===== src/rtl/fp_pkg.sv =====
// Shared constants and types for the floating-point divider:
// word layout, exponent bias, saturation value and FSM encoding.
package fp_pkg;

    localparam int NUMBER_LENGTH   = 27;
    localparam int EXPONENT_LENGTH = 8;
    localparam int FRACTION_LENGTH = 18;
    localparam int MANT_LENGTH     = FRACTION_LENGTH + 1;  // hidden 1 + fraction
    localparam int QUOT_LENGTH     = FRACTION_LENGTH + 2;  // one guard bit above the hidden 1

    localparam int EXP_BIAS = 127;

    localparam logic [EXPONENT_LENGTH-1:0] EXP_MAX  = 8'hFF;
    localparam logic [FRACTION_LENGTH-1:0] FRAC_MAX = 18'h3FFFF;

    // Magnitude used for both divide-by-zero and overflow results (sign added separately).
    localparam logic [NUMBER_LENGTH-2:0] SAT_MAG = {EXP_MAX, FRAC_MAX};

    typedef enum logic [1:0] {
        IDLE   = 2'd0,
        DIVIDE = 2'd1,
        NORM   = 2'd2,
        DONE   = 2'd3
    } fsm_state_t;

    // Control state of the divider, kept in one struct so checkers can bind to it.
    typedef struct packed {
        fsm_state_t state;
        logic       sign;
    } fp_ctrl_t;

endpackage


===== src/rtl/fp_div_core.sv =====
// Restoring mantissa divider: one quotient bit per cycle, MSB first.
// quotient = floor(a_m * 2^(mant_length) / b_m), valid for a_m, b_m in [2^(m-1), 2^m).
// done is high in the cycle whose clock edge produces the final quotient bit.
module fp_div_core
    import fp_pkg::*;
#(
    parameter int mant_length = MANT_LENGTH
) (
    input  logic                 clock,
    input  logic                 reset_n,
    input  logic                 start,
    input  logic [mant_length-1:0] a_m,
    input  logic [mant_length-1:0] b_m,
    output logic [mant_length:0] quotient,
    output logic                 done
);

    localparam int quot_length = mant_length + 1;
    localparam int cnt_width   = $clog2(quot_length);
    localparam logic [cnt_width-1:0] last_step = cnt_width'(quot_length - 1);

    // Partial remainder stays below 2*b_m, so mant_length+1 bits are enough.
    logic [mant_length:0]   rem_q;
    logic [mant_length-1:0] div_q;
    logic [cnt_width-1:0]   cnt_q;
    logic                   busy_q;
    logic                   ge;
    logic [mant_length:0]   rem_sub;

    // Trial subtraction: keep the difference only when it does not go negative.
    always_comb begin
        ge      = rem_q >= {1'b0, div_q};
        rem_sub = ge ? (rem_q - {1'b0, div_q}) : rem_q;
    end

    assign done = busy_q && (cnt_q == last_step);

    // Load operands on start, then shift in one quotient bit per cycle.
    always_ff @(posedge clock or negedge reset_n) begin
        if (!reset_n) begin
            rem_q    <= '0;
            div_q    <= '0;
            cnt_q    <= '0;
            busy_q   <= 1'b0;
            quotient <= '0;
        end else if (start) begin
            rem_q    <= {1'b0, a_m};
            div_q    <= b_m;
            cnt_q    <= '0;
            busy_q   <= 1'b1;
            quotient <= '0;
        end else if (busy_q) begin
            quotient <= {quotient[mant_length-1:0], ge};
            rem_q    <= {rem_sub[mant_length-1:0], 1'b0};
            cnt_q    <= cnt_q + cnt_width'(1);
            if (done) begin
                busy_q <= 1'b0;
            end
        end
    end

endmodule


===== src/rtl/fp_divider.sv =====
// Floating-point divider: {sign, exp(bias 127), frac(hidden 1)}, truncating.
// Handshakes: a transfer happens on a rising edge where valid && ready are both
// high; a producer holds valid and data stable until that edge, and ready never
// depends combinationally on valid. in_ready is high only in IDLE, out_valid only
// in DONE, so the result handshake and a new accept can never share an edge.
// Latency: zero/divide-by-zero results are valid in the cycle after accept;
// normal results are valid in the 22nd cycle after accept (20 DIVIDE, 1 NORM, DONE).
module fp_divider
    import fp_pkg::*;
#(
    parameter int number_length   = NUMBER_LENGTH,
    parameter int exponent_length = EXPONENT_LENGTH,
    parameter int fraction_length = FRACTION_LENGTH
) (
    input  logic                     clock,
    input  logic                     reset_n,
    input  logic                     in_valid,
    output logic                     in_ready,
    input  logic [number_length-1:0] in_A,
    input  logic [number_length-1:0] in_B,
    output logic                     out_valid,
    input  logic                     out_ready,
    output logic [number_length-1:0] out_Quot,
    output logic                     div_by_zero
);

    localparam int mant_length = fraction_length + 1;
    localparam int quot_length = fraction_length + 2;
    localparam int exp_calc_w  = exponent_length + 2;

    localparam logic signed [exp_calc_w-1:0] bias_s    = exp_calc_w'(EXP_BIAS);
    localparam logic signed [exp_calc_w-1:0] one_s     = exp_calc_w'(1);
    localparam logic signed [exp_calc_w-1:0] max_exp_s = exp_calc_w'((1 << exponent_length) - 1);

    // Operand fields
    logic                       a_s, b_s;
    logic [exponent_length-1:0] a_e, b_e;
    logic [fraction_length-1:0] a_f, b_f;

    assign a_s = in_A[number_length-1];
    assign b_s = in_B[number_length-1];
    assign a_e = in_A[number_length-2 -: exponent_length];
    assign b_e = in_B[number_length-2 -: exponent_length];
    assign a_f = in_A[fraction_length-1:0];
    assign b_f = in_B[fraction_length-1:0];

    fp_ctrl_t                   ctrl_q, ctrl_d;
    logic [exponent_length-1:0] a_e_q, b_e_q;
    logic [number_length-1:0]   quot_q, quot_d;
    logic                       dz_q, dz_d;
    logic                       capture;
    logic                       core_start;
    logic [quot_length-1:0]     core_quot;
    logic                       core_done;

    logic signed [exp_calc_w-1:0] exp_raw, exp_norm;
    logic [fraction_length-1:0]   norm_frac;
    logic [number_length-1:0]     norm_result;

    fp_div_core #(
        .mant_length(mant_length)
    ) u_core (
        .clock   (clock),
        .reset_n (reset_n),
        .start   (core_start),
        .a_m     ({1'b1, a_f}),
        .b_m     ({1'b1, b_f}),
        .quotient(core_quot),
        .done    (core_done)
    );

    // Normalize the raw quotient and apply underflow/overflow limits.
    always_comb begin
        exp_raw = $signed({2'b00, a_e_q}) - $signed({2'b00, b_e_q}) + bias_s;
        if (core_quot[quot_length-1]) begin
            norm_frac = core_quot[fraction_length:1];
            exp_norm  = exp_raw;
        end else begin
            norm_frac = core_quot[fraction_length-1:0];
            exp_norm  = exp_raw - one_s;
        end
        if (exp_norm < one_s) begin
            norm_result = '0;
        end else if (exp_norm > max_exp_s) begin
            norm_result = {ctrl_q.sign, SAT_MAG};
        end else begin
            norm_result = {ctrl_q.sign, exp_norm[exponent_length-1:0], norm_frac};
        end
    end

    // Next-state and result selection; special operands bypass the divider.
    always_comb begin
        ctrl_d     = ctrl_q;
        quot_d     = quot_q;
        dz_d       = dz_q;
        capture    = 1'b0;
        core_start = 1'b0;
        case (ctrl_q.state)
            IDLE: begin
                if (in_valid) begin
                    if (b_e == '0) begin
                        ctrl_d.state = DONE;
                        quot_d       = {a_s ^ b_s, SAT_MAG};
                        dz_d         = 1'b1;
                    end else if (a_e == '0) begin
                        ctrl_d.state = DONE;
                        quot_d       = '0;
                        dz_d         = 1'b0;
                    end else begin
                        ctrl_d.state = DIVIDE;
                        ctrl_d.sign  = a_s ^ b_s;
                        dz_d         = 1'b0;
                        capture      = 1'b1;
                        core_start   = 1'b1;
                    end
                end
            end
            DIVIDE: begin
                if (core_done) begin
                    ctrl_d.state = NORM;
                end
            end
            NORM: begin
                ctrl_d.state = DONE;
                quot_d       = norm_result;
                dz_d         = 1'b0;
            end
            DONE: begin
                if (out_ready) begin
                    ctrl_d.state = IDLE;
                end
            end
            default: ctrl_d.state = IDLE;
        endcase
    end

    // Control state register.
    always_ff @(posedge clock or negedge reset_n) begin
        if (!reset_n) begin
            ctrl_q <= '{state: IDLE, sign: 1'b0};
        end else begin
            ctrl_q <= ctrl_d;
        end
    end

    // Captured exponents and the registered result held through DONE.
    always_ff @(posedge clock or negedge reset_n) begin
        if (!reset_n) begin
            a_e_q  <= '0;
            b_e_q  <= '0;
            quot_q <= '0;
            dz_q   <= 1'b0;
        end else begin
            if (capture) begin
                a_e_q <= a_e;
                b_e_q <= b_e;
            end
            quot_q <= quot_d;
            dz_q   <= dz_d;
        end
    end

    assign in_ready    = reset_n && (ctrl_q.state == IDLE);
    assign out_valid   = (ctrl_q.state == DONE);
    assign out_Quot    = quot_q;
    assign div_by_zero = dz_q;

endmodule


===== config.mk =====
export PLATFORM = sky130hd
export DESIGN_NAME = fp_divider
export DESIGN_NICKNAME = d
export VERILOG_FILES = /design/src/rtl/fp_pkg.sv /design/src/rtl/fp_div_core.sv /design/src/rtl/fp_divider.sv
export SDC_FILE = /design/constraint.sdc
export NUM_CORES = 1
export LEC_CHECK = 0
export BUFFER_PORTS_ARGS = -buffer_cell sky130_fd_sc_hd__buf_2
export CELL_PAD_IN_SITES_DETAIL_PLACEMENT = 1
export CELL_PAD_IN_SITES_GLOBAL_PLACEMENT = 2
export CORE_ASPECT_RATIO = 1.4
export CORE_MARGIN = 5
export CORE_UTILIZATION = 37
export CTS_CLUSTER_DIAMETER = 150
export CTS_CLUSTER_SIZE = 12
export DETAILED_ROUTE_END_ITERATION = 8
export PLACE_DENSITY_LB_ADDON = 0.1
export RECOVER_POWER = 100
export SETUP_SLACK_MARGIN = 0.4
export SYNTH_ARGS = -nofsm -noshare
export SYNTH_HDL_FRONTEND = slang
export SYNTH_HIERARCHICAL = 1
export SYNTH_SLANG_ARGS = --single-unit

===== constraint.sdc =====
create_clock -name clock -period 5 [get_ports clock]
set_clock_uncertainty 0.1 [all_clocks]
set_input_delay 1 -clock clock [delete_from_list [all_inputs] [get_ports clock]]
set_output_delay 1 -clock clock [all_outputs]
set_load 0.01 [all_outputs]

==> results.py <==
metrics = {
    "run_status": {
        "status": "complete, but fails checks",
        "violations": "capacitance limit, slew limit",
    },
    "timing": {
        "rsz0062_at_grt": "false",
        "hold_viol": 0,
        "setup_total_negative_slack_ns": 0,
        "period_share_pct": 85.98,
        "timing.slew.headroom_pct": -13.88,
        "fin_crit_ns": 4.299,
        "finalMaxSlewViolations": 102,
        "fmax_ghz": 0.2326,
        "setup_viol": 0,
        "tightestPinTransition_ns": 1.708,
    },
    "cells_and_area": {
        "area_delta_synth_final_pct": 11.36,
        "mostFrequentLayoutCells": "112 x dfrtp_1, 77 x nand2_1, 67 x nor2_1, 54 x buf_2, 47 x o21ai_0",
        "final_nets": 922,
        "layout_commonest_cell": "dfrtp_1",
        "stdcell_count": 1081,
        "layout-drive-gt1-share_pct": 16.81,
        "antenna_cells": 0,
    },
    "clock_tree": {
        "cts_sinks": 112,
        "clkTransAtPathRegs_ns": 0.08,
        "holdBufCountCts": 0,
        "cts.path.max_buffers": 2,
        "cts_tree": "yes",
        "cts-root-buf": "clkbuf_16",
        "cts_buffers": 9,
        "cts_resized": 0,
        "insertion_delay_ns": 0.37,
        "htreeDepth": 3,
        "postCtsSetupBuffers": 0,
    },
    "floorplan": {
        "die_w_um": 128.5,
        "fp-row-count": 60,
        "coreArea_um2": 19290,
        "io_pins": 88,
        "start_util_pct": 37.67,
        "die_h_um": 175.8,
        "die-area_um2": 22590,
    },
    "grt": {
        "track_usage_pct": 18.09,
        "grt_max_degree": 73,
        "grt_pass1_vias": 6551,
        "overflow": 0,
        "grt_antenna_before_repair": 0,
        "grt_pass1_wl_mm": 33.14,
    },
    "worst_setup_path": {
        "worstSetupPathType": "in -> reg",
        "worstPathMaxFanout": 33,
        "startpoint_type": "primary input",
        "path_delay_family": "buffers and inverters",
        "crit_required_ns": 5.11,
        "path_buf_inv": 3,
        "cp_common_cell": "clkbuf_1",
        "crit_path_top_delay_cell": "clkbuf_1",
        "critPathArrivalTime_ns": 4.41,
        "worstPathCellList": "clkbuf_1 > nor4_1 > nand2_1 > nand4_1 > clkinvlp_2 > clkbuf_1 > nor2_1 > a22o_1 > a31oi_1 > o31ai_1",
        "worstSetupEndpointType": "register",
        "max_stage_delay_ns": 1.17,
    },
    "drt": {
        "routed-via-count": 5913,
        "post_drt_wl_per_cell_um": 18.50,
        "dr.pass1.iters": 4,
        "ant_nets": 0,
        "wl_mm": 20.00,
        "drc": 0,
        "drtIter0Drc": 256,
        "avgViaCountPerCell": 5.470,
    },
    "synthesis": {
        "ys_seq_area_share_pct": 38.56,
        "synth_area_leader_cell": "dfrtp_1",
        "syn_inst": 760,
        "netlist_area_um2": 7268,
        "async_flop_share_pct": 100.0,
        "synth_cell_types": 87,
        "ys_seq_elements": 112,
        "yosysWarnings": 6,
        "synth_top_cell_area_share_pct": 38.56,
        "synth_edf_count": 0,
        "synth_area_leaders": "dfrtp_1 39%, ha_1 5.9%, mux2i_1 5.0%",
        "syn_avg_cell_area_um2": 9.563,
        "synthFlopType": "dfrtp_1",
    },
    "worst_hold_path": {
        "hold_class": "reg -> reg",
    },
    "placed_design": {
        "hpwlAfterDp_mm": 14.69,
        "place_congestion": 0.8124,
        "dp_cells": 1065,
        "port-buffer-count": 87,
    },
    "job": {
        "cap_violations": 2,
    },
}
cells in the mapped netlist (all sizes together), types with 19 or more instances:
cell type,instances
xnor2,19
ha,34
mux2,20
mux2i,37
nand2,78
a21oi,42
o221a,24
clkbuf,20
o21ai,49
inv,44
dfrtp,112
nor2,67
state kept, by name (all words and copies together), names as in the netlist:
name             flops
out_Quot            27
b_e_q                8
u_core/div_q        19
u_core/quotient     20
div_by_zero          1
u_core/busy_q        1
u_core/rem_q        20
u_core/cnt_q         5
a_e_q                8
ctrl_q               3
final cells by class:
cell class | count | area (um^2)
Sequential cell | 112 | 2803
Clock inverter | 7 | 96.34
Multi-Input combinational cell | 568 | 4056
Tap cell | 248 | 310.3
Inverter | 44 | 166.4
Timing Repair Buffer | 93 | 436.7
Fill cell | 2273 | 11200
Clock buffer | 9 | 225.2
routing by layer:
layer / wire length (um) / track usage [%] / vias to the layer above
met5: 0 / 0 / -
met4: 272 / 4.513 / 0
met3: 436 / 2.586 / 21
met2: 11100 / 34.72 / 60
met1: 8195 / 20.59 / 2963
li1: - / - / 2869
final timing paths:
check	from	to	depth (start not counted)	slack [ns]
max in group asynchronous	reset_n	u_core/rem_q[16]	2	2.15
setup / recovery	in_B[19]	u_core/rem_q[18]	10	0.70
setup reg to reg	a_e_q[0]	out_Quot[17]	13	0.72
hold / removal	out_Quot[26]	out_Quot[26]	1	0.39
min in group asynchronous	reset_n	u_core/div_q[5]	1	0.56
hold reg to reg	out_Quot[26]	out_Quot[26]	1	0.39
logic make-up (layout without fill, tap and decap cells):
kind of cell / Yosys count / after routing / synth area share [%]
other: 1 / 2 / 0.05159
and+or+nand+nor: 232 / 232 / 15.96
buffers and inverters: 81 / 153 / 5.491
adders and majority gates: 36 / 36 / 6.404
muxes: 57 / 57 / 8.246
AOI/OAI and AO/OA: 204 / 204 / 20.45
xor gates and xnor gates: 37 / 37 / 4.837
DFF: 112 / 112 / 38.56
stage by stage:
stage	utilization (%)	hold WS, ns	setup slack (ns)	instance area, um^2
global placement	40.64	0.3690	0.9437	7841
CTS	42.31	0.3958	0.8041	8163
floorplan	-	0.3497	1.500	7272
global route	41.95	0.4131	0.2990	8094
finish	41.95	0.3931	0.7012	8094
detailed placement	40.64	0.3755	0.8170	7841
Power is left out: the tool's default activity adds up to more than one toggle a clock period on the data nets, which glitch-free logic cannot reach.
